[src/rtl/reg_file_param_if.sv]
// Register-file bus: write strobe/address/data, two read ports and the
// bulk-clear request/status group. Parameters must match the attached
// reg_file_param instance.
//
// Signalling: there is no valid/ready back-pressure. wr_en and clr_req are
// single-cycle strobes sampled at the rising clock edge. A write presented
// while clr_busy is high is discarded, and wr_drop flags it in the same cycle.
// A clr_req while a clear is already running (or finishing) is ignored.
interface reg_file_param_if #(
  parameter int DATA_W = 8,
  parameter int ADDR_W = 4
);
  logic              wr_en;
  logic [ADDR_W-1:0] wr_addr;
  logic [DATA_W-1:0] wr_data;
  logic [ADDR_W-1:0] rd_a_addr;
  logic [ADDR_W-1:0] rd_b_addr;
  logic [DATA_W-1:0] rd_a_data;
  logic [DATA_W-1:0] rd_b_data;
  logic              clr_req;
  logic              clr_busy;
  logic              clr_done;
  logic              wr_drop;

  // Control/decode side: drives addresses and strobes.
  modport master (
    output wr_en, wr_addr, wr_data, rd_a_addr, rd_b_addr, clr_req,
    input  rd_a_data, rd_b_data, clr_busy, clr_done, wr_drop
  );

  // Register-file side.
  modport slave (
    input  wr_en, wr_addr, wr_data, rd_a_addr, rd_b_addr, clr_req,
    output rd_a_data, rd_b_data, clr_busy, clr_done, wr_drop
  );
endinterface

[src/rtl/reg_file_param.sv]
// Parametrised register file: one write port, two registered read ports
// with write-first bypass, optional hard-zero entry 0, and a sequenced
// bulk clear that walks every entry, one entry per cycle.
module reg_file_param #(
  parameter int DATA_W   = 8,
  parameter int ADDR_W   = 4,
  parameter int ZERO_REG = 0
) (
  input  logic              clk,
  input  logic              rst_n,
  reg_file_param_if.slave   bus,
  output logic [1:0]        state_dbg
);
  localparam int DEPTH = 1 << ADDR_W;

  typedef enum logic [1:0] {
    IDLE  = 2'd0,
    CLEAR = 2'd1,
    DONE  = 2'd2
  } state_t;

  state_t            state;
  logic [ADDR_W-1:0] cnt;
  logic [DATA_W-1:0] mem [DEPTH];
  logic [DATA_W-1:0] rd_a_q;
  logic [DATA_W-1:0] rd_b_q;

  // The single effective write for this cycle: the clear sweep owns the port
  // while CLEAR, otherwise the external strobe. Entry 0 is never written when
  // it is hard-wired to zero.
  logic              eff_we;
  logic [ADDR_W-1:0] eff_addr;
  logic [DATA_W-1:0] eff_data;
  logic [DATA_W-1:0] rd_a_nxt;
  logic [DATA_W-1:0] rd_b_nxt;

  // Select the effective write source.
  always_comb begin
    eff_we   = 1'b0;
    eff_addr = '0;
    eff_data = '0;
    if (state == CLEAR) begin
      eff_we   = 1'b1;
      eff_addr = cnt;
      eff_data = '0;
    end else begin
      eff_we   = bus.wr_en;
      eff_addr = bus.wr_addr;
      eff_data = bus.wr_data;
    end
    if ((ZERO_REG != 0) && (eff_addr == '0)) begin
      eff_we = 1'b0;
    end
  end

  // Next read values: hard zero first, then write-first bypass, then storage.
  always_comb begin
    rd_a_nxt = mem[bus.rd_a_addr];
    rd_b_nxt = mem[bus.rd_b_addr];
    if (eff_we && (eff_addr == bus.rd_a_addr)) rd_a_nxt = eff_data;
    if (eff_we && (eff_addr == bus.rd_b_addr)) rd_b_nxt = eff_data;
    if ((ZERO_REG != 0) && (bus.rd_a_addr == '0)) rd_a_nxt = '0;
    if ((ZERO_REG != 0) && (bus.rd_b_addr == '0)) rd_b_nxt = '0;
  end

  // Storage array: cleared by reset, written by the effective write.
  always_ff @(posedge clk or negedge rst_n) begin
    if (!rst_n) begin
      for (int i = 0; i < DEPTH; i++) mem[i] <= '0;
    end else if (eff_we) begin
      mem[eff_addr] <= eff_data;
    end
  end

  // Registered read ports, never stalled.
  always_ff @(posedge clk or negedge rst_n) begin
    if (!rst_n) begin
      rd_a_q <= '0;
      rd_b_q <= '0;
    end else begin
      rd_a_q <= rd_a_nxt;
      rd_b_q <= rd_b_nxt;
    end
  end

  // Clear sequencer: IDLE -> CLEAR for exactly DEPTH cycles -> DONE -> IDLE.
  // Requests arriving in CLEAR or DONE are dropped rather than queued.
  always_ff @(posedge clk or negedge rst_n) begin
    if (!rst_n) begin
      state <= IDLE;
      cnt   <= '0;
    end else begin
      case (state)
        IDLE: begin
          if (bus.clr_req) begin
            state <= CLEAR;
            cnt   <= '0;
          end
        end
        CLEAR: begin
          cnt <= cnt + 1'b1;
          if (cnt == ADDR_W'(DEPTH - 1)) state <= DONE;
        end
        DONE:    state <= IDLE;
        default: state <= IDLE;
      endcase
    end
  end

  // Status flags decode straight from the state register.
  assign bus.clr_busy  = (state == CLEAR);
  assign bus.clr_done  = (state == DONE);
  assign bus.wr_drop   = bus.wr_en & (state == CLEAR);
  assign bus.rd_a_data = rd_a_q;
  assign bus.rd_b_data = rd_b_q;
  assign state_dbg     = state;
endmodule

[src/flat_wrapper.sv]
// flat-port wrapper written by rule: the top's interface ports become plain ports
module reg_file_param_flat 
#(
  parameter int DATA_W   = 8,
  parameter int ADDR_W   = 4,
  parameter int ZERO_REG = 0
)
  (clk, rst_n, state_dbg, bus_wr_en, bus_wr_addr, bus_wr_data, bus_rd_a_addr, bus_rd_b_addr, bus_clr_req, bus_rd_a_data, bus_rd_b_data, bus_clr_busy, bus_clr_done, bus_wr_drop);
  reg_file_param_if #(.DATA_W(DATA_W), .ADDR_W(ADDR_W)) bus_i ();
  input  logic clk;
  input  logic rst_n;
  output logic [1:0] state_dbg;
  input wire logic [$bits(bus_i.wr_en)-1:0] bus_wr_en;
  input wire logic [$bits(bus_i.wr_addr)-1:0] bus_wr_addr;
  input wire logic [$bits(bus_i.wr_data)-1:0] bus_wr_data;
  input wire logic [$bits(bus_i.rd_a_addr)-1:0] bus_rd_a_addr;
  input wire logic [$bits(bus_i.rd_b_addr)-1:0] bus_rd_b_addr;
  input wire logic [$bits(bus_i.clr_req)-1:0] bus_clr_req;
  output wire logic [$bits(bus_i.rd_a_data)-1:0] bus_rd_a_data;
  output wire logic [$bits(bus_i.rd_b_data)-1:0] bus_rd_b_data;
  output wire logic [$bits(bus_i.clr_busy)-1:0] bus_clr_busy;
  output wire logic [$bits(bus_i.clr_done)-1:0] bus_clr_done;
  output wire logic [$bits(bus_i.wr_drop)-1:0] bus_wr_drop;
  assign bus_i.wr_en = bus_wr_en;
  assign bus_i.wr_addr = bus_wr_addr;
  assign bus_i.wr_data = bus_wr_data;
  assign bus_i.rd_a_addr = bus_rd_a_addr;
  assign bus_i.rd_b_addr = bus_rd_b_addr;
  assign bus_i.clr_req = bus_clr_req;
  assign bus_rd_a_data = bus_i.rd_a_data;
  assign bus_rd_b_data = bus_i.rd_b_data;
  assign bus_clr_busy = bus_i.clr_busy;
  assign bus_clr_done = bus_i.clr_done;
  assign bus_wr_drop = bus_i.wr_drop;
  reg_file_param #(.DATA_W(DATA_W), .ADDR_W(ADDR_W), .ZERO_REG(ZERO_REG)) u_core (.clk(clk), .rst_n(rst_n), .bus(bus_i), .state_dbg(state_dbg));
endmodule
[config.mk]
export PLATFORM = sky130hd
export DESIGN_NAME = reg_file_param_flat
export DESIGN_NICKNAME = d
export VERILOG_FILES = /design/src/rtl/reg_file_param_if.sv /design/src/rtl/reg_file_param.sv /design/src/flat_wrapper.sv
export SDC_FILE = /design/constraint.sdc
export NUM_CORES = 1
export LEC_CHECK = 0
export CAP_MARGIN = 20
export CORE_AREA = 5 5 122 124
export DETAILED_ROUTE_END_ITERATION = 12
export DIE_AREA = 0 0 127 129
export GPL_TIMING_DRIVEN = 0
export PLACE_DENSITY = 0.78
export SETUP_SLACK_MARGIN = 0.05
export SYNTH_ARGS = -nofsm -noshare
export SYNTH_HDL_FRONTEND = slang
export SYNTH_SLANG_ARGS = --single-unit
[constraint.sdc]
create_clock -name clk -period 2.5 [get_ports clk]
set_input_delay 0.375 -clock clk [delete_from_list [all_inputs] [get_ports clk]]
set_output_delay 0.375 -clock clk [all_outputs]
set_load 0.02 [all_outputs]
==> impl_metrics.tcl <==
set metrics [dict create \
    fin_nets 646 \
    clockRootBuffer "clkbuf_16" \
    clk_latency_ns 0.42 \
    finalInstanceArea_um2 9500 \
    cts_buffers 17 \
    regToRegStartpoint "u_core.state_dbg[0]" \
    first_iter_violations 581 \
    setup_viol 0 \
    area_growth_pct 19.7 \
    drv_slew 0 \
    min_period_ns 2.37 \
    overflow 0 \
    start_util 0.581 \
    avgSynthCellArea_um2 14.5 \
    yosysTopAreaCellShare 0.473 \
    grt_antenna_before_repair 0 \
    place_congestion 0.849 \
    yosysTopAreaCell "dfrtp_1" \
    cts.sinks 150 \
    cp_cell_sequence "nand2b_4 -> buf_6 -> clkbuf_1 -> nand3_1 -> o21a_1 -> nor2_4 -> mux2_2" \
    cp_slowest_stage_delay_ns 0.48 \
    final_cells 814 \
    vias 5472 \
    grt_pass1_wl_um 33800 \
    pin_count 45 \
    powerDensity_nw_per_um2 1150 \
    critPathLaunch "u_core.state_dbg[0]" \
    slew_headroom 0.353 \
    holdCritStartpoint "u_core.mem[8]" \
    fmax_ghz 0.423 \
    drt-total-wl_um 21700 \
    hpwl_um 13800 \
    drive_gt1_frac 0.465 \
    finalHoldViolations 0 \
    dr.pass1.iters 5 \
    diodes 0 \
    reg2reg_slack_ns 0.13 \
    setup_tns_ns 0 \
    cp-end-kind "register" \
    ant_nets 0 \
    p_leak_nw 4.27 \
    tightest_slew_ns 0.970 \
    track_usage 0.278 \
    status "complete, no violations" \
    die_w_um 127 \
    cp-start-kind "register" \
    multiInputGateArea_um2 4070 \
    yosys-top-cells-area "dfrtp_1 (47%), mux2_2 (21%), mux4_2 (18%)" \
    post-place-ws_ns -0.242 \
    core_um2 13700 \
    drv_cap 0 \
    wl_met2_um 10600 \
    path_max_fanout 10 \
    yosysSeqAreaShare 0.473 \
    top_layer "met4" \
    fill_cells 879 \
    syn_area_um2 7940 \
    clockBufferDepth 2 \
    cp.required_ns 2.81 \
    synth_seq_cells 150 \
    wl_met1_um 8600 \
    final_util 0.695 \
    r2r_end "u_core.mem[35]" \
    die_area_um2 16400 \
    crit_end "u_core.mem[35]" \
    grt_pass1_vias 5696 \
    ys_warn_count 0 \
    drcViolationCount 0 \
    synth_cells 547 \
    rows 43 \
    layout_setup_ws_ns 0.134 \
    grt_max_degree 79 \
    fin_worst_skew_ns 0.00563 \
    rsz0062_at_grt "false" \
    path_clk_slew_ns 0.06 \
    cts_tree "yes" \
    vias_per_cell 6.72 \
    crit_type "reg2reg" \
    cts-htree-levels 4 \
    cp_slowest_cell "dfrtp_2" \
    dpl_cell_area_um2 8590 \
    synthDistinctLibCells 40 \
    hold_path_depth 1 \
    critPathArrivalTime_ns 2.67 \
    port_buffers 40 \
    ir_drop_v 0.000627 \
    die_h_um 129 \
    reg2reg_depth 7 \
    place_inst 768 \
    worstHoldPathType "reg2reg" \
    syn-num-nets 572 \
    regArea_um2 3760 \
    routedWlPerCell_um 26.7 \
    wl_met3_um 1800 \
    period_share 0.946 \
]
## layout make-up
class,count,area share
sequential,150,0.396
inverter,3,0.00171
clock inverter,9,0.0103
multi-input combinational,347,0.428
buffer,44,0.0196
tap,180,0.0237
clock buffer,23,0.0524
timing repair buffer,58,0.0684
## critical path: cells and delay by family (launching register included)
kind                   cells  cell delay, ns
and+or+nand+nor            3            0.62
buffers and inverters      2            0.54
DFF                        1            0.48
muxes                      1            0.38
AOI/OAI and AO/OA          1            0.22
## how the worst min path moves through the flow
stage	to	slack, ns
5_1_grt	u_core.mem[41]	0.54
3_5_place_dp	u_core.mem[8]	0.44
6_report	u_core.mem[8]	0.53
4_1_cts	u_core.mem[77]	0.53
2_1_floorplan	u_core.bus.rd_a_data[0]	0.08
3_3_place_gp	u_core.mem[55]	0.50
## flip-flops by register name, indices dropped and copies added (netlist names)
name and cells:
u_core.mem 128, u_core.bus.rd_a_data 8, u_core.bus.rd_b_data 8, u_core.cnt 4, u_core.state_dbg 2
## per-stage QoR
step	power, mW	hold WS (ns)
5_1_grt	11.3	0.540
3_3_place_gp	7.50	0.500
6_report	10.9	0.527
2_1_floorplan	6.43	0.0794
3_5_place_dp	7.72	0.437
4_1_cts	10.6	0.527
## logic make-up after synthesis
| kind of cell | synth area share |
|---|---|
| multiplexers | 0.393 |
| flip-flops | 0.473 |
| AND/OR/NAND/NOR | 0.0527 |
| AO/OA/AOI/OAI | 0.0460 |
| buffers and inverters | 0.0251 |
| XOR/XNOR | 0.00883 |
| adder cells (fa/ha/maj) | 0.00158 |
## cell usage in the layout, fill, tap and decap left out, types with 3 or more instances in the layout
master           count
a22o_1               3
a22oi_1             32
a31oi_1              3
and2_1              11
buf_1                4
buf_12               7
buf_2                6
buf_4                8
buf_6                3
clkbuf_1            29
clkbuf_16           17
clkbuf_2             5
clkbuf_8             5
clkdlybuf4s50_1     38
clkinv_2             6
dfrtp_1            148
mux2_2             146
mux4_2              64
nand2_1             19
nand2_2              4
nand2b_1             4
nand3_1              5
nor2_1               7
nor2_4               8
nor2b_1              6
o21ai_0              3
xnor2_1              4
xor2_1               4
## cell usage after synthesis
cell / n
nor2_1: 7
clkbuf_1: 36
mux2_2: 146
dfrtp_1: 150
and3b_1: 1
a21oi_1: 1
mux4_2: 64
and2_1: 11
inv_1: 2
a21o_1: 1
or3_1: 1
o21a_1: 2
mux2i_4: 1
xor2_1: 4
nor4_4: 1
buf_1: 4
a31oi_1: 5
a22o_1: 3
or2_2: 1
nor2b_1: 6
nand2b_1: 6
ha_1: 1
a41oi_1: 1
nand2_1: 23
o21ai_0: 3
inv_2: 1
nor2_2: 8
o21bai_1: 1
a22oi_1: 32
a311oi_1: 1
nor3_1: 2
nand4_1: 1
and4b_1: 1
nor3_2: 1
buf_4: 1
buf_2: 6
mux2i_1: 1
xnor2_1: 4
nand3_1: 5
nor3b_1: 1
## timing repair
item / in CTS / in global routing
hold endpoints to repair: 18 / 0
gates resized for setup: 14 / 19
setup buffers: 12 / 4
pin swaps: 8 / 1
hold buffers: 1 / 0
endpoints found under the setup margin: 134 / 122
## routing by layer
metal  GRT usage  vias up
met5           0        -
met4       0.102        0
met3      0.0681       51
met2       0.439      296
met1       0.381     2882
li1            -     2243
## power breakdown
part,leakage (nW),internal [mW],switching [mW]
Sequential,2.05,3.20,0.543
Combinational,1.92,2.27,2.32
Clock,0.298,1.59,0.972
(Power assumes the default switching activity.)
